<file path="config.mk">
export PLATFORM = sky130hd
export DESIGN_NAME = store_packer
export DESIGN_NICKNAME = d
export VERILOG_FILES = /design/src/rtl/store_packer.sv
export SDC_FILE = /design/constraint.sdc
export NUM_CORES = 1
export LEC_CHECK = 0
export ABC_CLOCK_PERIOD_IN_PS = 3800
export CAP_MARGIN = 40
export CORE_MARGIN = 3
export CORE_UTILIZATION = 50
export CTS_CLUSTER_SIZE = 28
export DETAILED_ROUTE_END_ITERATION = 7
export PLACE_DENSITY = 0.7
export SLEW_MARGIN = 25
export SYNTH_ARGS = -nofsm -noshare
export SYNTH_HDL_FRONTEND = slang
export SYNTH_SLANG_ARGS = --single-unit
</file>
<file path="constraint.sdc">
create_clock -name clk -period 3.8 [get_ports clk]
set_clock_uncertainty 0.05 [all_clocks]
set_input_delay 0.38 -clock clk [delete_from_list [all_inputs] [get_ports clk]]
set_output_delay 0.38 -clock clk [all_outputs]
set_load 0.1 [all_outputs]
</file>
<file path="src/rtl/store_packer.sv">
// Narrows 32-bit store data to lane-replicated words with byte enables and queues them in a DEPTH-entry FIFO.
// One cycle from accept to mem_valid; req_ready drops while the FIFO is full, with no pass-through.
module store_packer #(
  parameter int DEPTH = 4,
  parameter int AW    = 32
) (
  input  logic                   clk,
  input  logic                   rst,
  input  logic                   req_valid,
  output logic                   req_ready,
  input  logic [AW-1:0]          req_addr,
  input  logic [31:0]            req_data,
  input  logic [1:0]             req_size,
  output logic                   mem_valid,
  input  logic                   mem_ready,
  output logic [AW-1:0]          mem_addr,
  output logic [31:0]            mem_wdata,
  output logic [3:0]             mem_be,
  output logic                   err_pulse,
  output logic [AW-1:0]          err_addr,
  output logic [$clog2(DEPTH):0] count
);

  localparam int PW = $clog2(DEPTH);
  localparam logic [PW:0]   FULL_CNT = (PW+1)'(DEPTH);
  localparam logic [PW:0]   CNT_ONE  = (PW+1)'(1);
  localparam logic [PW-1:0] PTR_ONE  = PW'(1);

  logic [AW-1:0] addr_q  [DEPTH];
  logic [31:0]   wdata_q [DEPTH];
  logic [3:0]    be_q    [DEPTH];
  logic [PW-1:0] wr_ptr, rd_ptr;

  logic        full, empty, accept, push, pop, illegal;
  logic [31:0] pk_wdata;
  logic [3:0]  pk_be;

  always_comb begin
    pk_wdata = '0;
    pk_be    = '0;
    illegal  = 1'b0;
    case (req_size)
      2'b00: begin
        pk_wdata = {4{req_data[7:0]}};
        pk_be    = 4'b0001 << req_addr[1:0];
      end
      2'b01: begin
        pk_wdata = {2{req_data[15:0]}};
        pk_be    = req_addr[1] ? 4'b1100 : 4'b0011;
        illegal  = req_addr[0];
      end
      2'b10: begin
        pk_wdata = req_data;
        pk_be    = 4'b1111;
        illegal  = |req_addr[1:0];
      end
      default: illegal = 1'b1;
    endcase
  end

  assign full      = (count == FULL_CNT);
  assign empty     = (count == '0);
  assign req_ready = ~full & ~rst;
  assign accept    = req_valid & req_ready;
  // Rejected requests complete the handshake but never occupy a slot.
  assign push      = accept & ~illegal;
  assign mem_valid = ~empty;
  assign pop       = mem_valid & mem_ready;

  assign mem_addr  = empty ? '0 : addr_q[rd_ptr];
  assign mem_wdata = empty ? '0 : wdata_q[rd_ptr];
  assign mem_be    = empty ? '0 : be_q[rd_ptr];

  always_ff @(posedge clk) begin
    if (rst) begin
      wr_ptr    <= '0;
      rd_ptr    <= '0;
      count     <= '0;
      err_pulse <= 1'b0;
      err_addr  <= '0;
    end else begin
      if (push) begin
        addr_q[wr_ptr]  <= {req_addr[AW-1:2], 2'b00};
        wdata_q[wr_ptr] <= pk_wdata;
        be_q[wr_ptr]    <= pk_be;
        wr_ptr          <= wr_ptr + PTR_ONE;
      end
      if (pop) rd_ptr <= rd_ptr + PTR_ONE;
      case ({push, pop})
        2'b10:   count <= count + CNT_ONE;
        2'b01:   count <= count - CNT_ONE;
        default: count <= count;
      endcase
      err_pulse <= accept & illegal;
      if (accept & illegal) err_addr <= req_addr;
    end
  end

endmodule
</file>
==> summary.txt <==
Clock tree
  • Root buf cell: clkbuf_16
  • H-tree depth: 1
  • TritonCTS clock tree: yes
  • Clk pin slew, worst setup/hold paths: 60 ps
  • Worst-Skew Late Latency: roughly 560 ps
  • Post-CTS Setup Bufs: 0
  • TritonCTS buffer count: 30
  • Hold_buf cts: 0
  • CTS resizes: 0
  • Worst-case clock buffer depth: 3
  • Num Clock Sinks: 306

Yosys
  • Mapped Avg Cell Area: between 15 and 20 sq um
  • Async S/R FF share, synth: 0%
  • Synthesized area: between 10000 and 15000 sq um
  • Share of the synthesized area in the top cell type: 64.8%
  • Post-synth top area cell: edfxtp_1
  • Ys Warns: 0
  • EDFF count, synth: about 260
  • Synth Register Bits: around 310
  • Sequential fraction of the synthesis area: a little under three quarters
  • Synth unique cells: 34
  • Cells after Synth: between 700 and 800
  • Top FF cell, synth: edfxtp_1
  • Largest cells by area after synthesis: edfxtp_1 65%, mux4_2 12%, dfxtp_1 6.9%, and2_1 3.4%, a21oi_1 2.0%

Worst setup path
  • Setup CP Type: flop to output port
  • Reg2reg end: count[2]
  • Critical path peak fanout: 26
  • CP Launch Type: flop
  • Worst r2r src: count[2]
  • CP endpoint: mem_wdata[6]
  • R2R Setup Slk: ~1200 ps
  • CP arrival: approximately 2700 ps
  • R2R depth: 9
  • Setup crit end kind: output port
  • CP required: ~3400 ps

Timing
  • F_max: 318 MHz
  • Fin worst setup slack: around 650 ps
  • Unrepaired setup endpoints after global routing: false
  • Relative slew slack: between 50% and 60%
  • Min Hold Slack: 431 ps
  • Tcrit/Tclk final: roughly 83%
  • Worst slew pin tran: 617 ps
  • Hold Vio Cnt, Final: 0
  • Min cycle time layout: 3150 ps
  • Final setup vio count: 0
  • Total negative setup slack: 0 ps
  • Slew Limit Fails: 0

Final layout
  • Fin cells: roughly 1300
  • Area grow syn2layout: 29.0%
  • Fill cells: 1580
  • Ant. Diodes: 0
  • NumNets Final: approximately 1000
  • Share of cells above drive strength 1: between 20% and 30%

Route
  • Routed WL: 28000 um
  • DR pass1 iterations: 5
  • DR WL/cell: around 22 um
  • Vias: between 7000 and 8000
  • Drt drc: 0
  • Via density: between 5 and 6
  • Initial DRC count: ~550
  • Routed Antenna Nets: 0

GRT
  • Congestion Overflow GR: 0
  • Vias in the first global route: roughly 7600
  • Initial antenna violation count: 0
  • First-pass GRT wire length: ~44000 um
  • Total GRT Usage: between 20% and 30%
  • Largest net degree at the start of global routing: between 50 and 60

Hold path
  • Hold path start: err_addr[4]
  • Hold Path Class: flop to flop

Placement
  • Dpl ws: ~860 ps
  • GP Congestion: 0.800
  • Placed Cells: 1204
  • Detail Placement HPWL: roughly 18000 um
  • Port Buffers: roughly 170

Floorplanning
  • Core area: approximately 24000 sq um
  • Ports: roughly 180
  • Initial core utilization: between 50 and 60%
  • Die area: about 26000 sq um
  • Chip height: between 150 and 200 um
  • Row cnt: 56
  • Die X: approximately 160 um

Run
  • Max Cap Viol: 0

Run status
  • Status: completed

Pwr
  • Leak: around 5.4 nW
  • Peak supply drop: 0.514 mV
  • Power per Cell Area: 671 nW/um^2
-- worst max-delay path, stage by stage, from the launching register on --
cell	delay, ps
dfxtp_4	740
buf_4	420
mux4_2	580
and2_1	180
buf_4	230
-- metal layers --
metal	GRT usage [%]	share of wire, %	vias up
met5	0	0	-
met4	3.53	1.3	0
met3	5.04	8.6	35
met2	34.3	47	304
met1	32.1	43	3565
li1	-	-	3160
-- synthesized netlist by cell type (all sizes together) (9+ instances only) --
cell and n:
nand2 9, a21o 16, buf 27, mux2i 9, a21oi 50, nor2 19, clkbuf 24, edfxtp 264
mux4 66, o21ai 44, and2 67, nand3 35, dfxtp 42, inv 14
-- cell families after synthesis --
logic type	Yosys count	synth area share, %
buffers and inverters	65	2.68
AOI/OAI and AO/OA	110	4.82
and+or+nand+nor	144	7.01
other	1	0.0306
DFF	306	71.6
muxes	75	12.9
xor gates and xnor gates	4	0.286
adders and majority gates	6	0.675
-- report_power, final --
part	leakage, nW	internal [mW]	switching (mW)
logic	2.22	1.04	2.87
registers	2.74	3.73	0.0979
clock network	0.476	1.65	1.21
-- flip-flops by register name, summed over array words and instances (netlist names), named ones only --
name and count:
err_pulse 1, err_addr 32, be_q 16, rd_ptr 2, count 3, wdata_q 128
addr_q 120, wr_ptr 2
-- metrics by stage --
step                util [%]  power (mW)  area, sq um
floorplan                  -        6.87        12200
global placement        59.5        7.68        14100
detailed placement      62.4        7.84        14800
CTS                     66.4        10.7        15800
global route            66.5        11.0        15800
finish                  66.5        10.6        15800
-- layout by cell type (no fill, tap or decap), drive strengths merged, types with 15 or more instances in the layout --
master and count:
clkbuf 33, nor2 19, a21oi 50, clkdlybuf4s50 106
dfxtp 42, buf 119, mux4 66, edfxtp 264
a21o 16, o21ai 44, inv 15, and2 67
clkinv 18, nand3 35
-- how the worst min path moves through the flow --
stage | slack [ps] | to | depth (start not counted)
floorplan | 430 | addr_q[0][0] | 0
global placement | 410 | err_addr[8] | 2
detailed placement | 420 | err_addr[21] | 2
CTS | 430 | err_addr[4] | 2
global route | 450 | err_addr[20] | 2
finish | 430 | err_addr[4] | 2
-- layout make-up --
type                       count  area (sq um)  share of cell area (%)
sequential                   306          8780                    55.6
clock inverter                23           200                    1.27
timing repair buffer         225          2420                    15.3
tap                          319           399                    2.53
multi-input combinational    341          3180                    20.1
inverter                      14          52.6                   0.333
clock buffer                  33           762                    4.83
No activity file was read; power rests on OpenSTA's default activity.
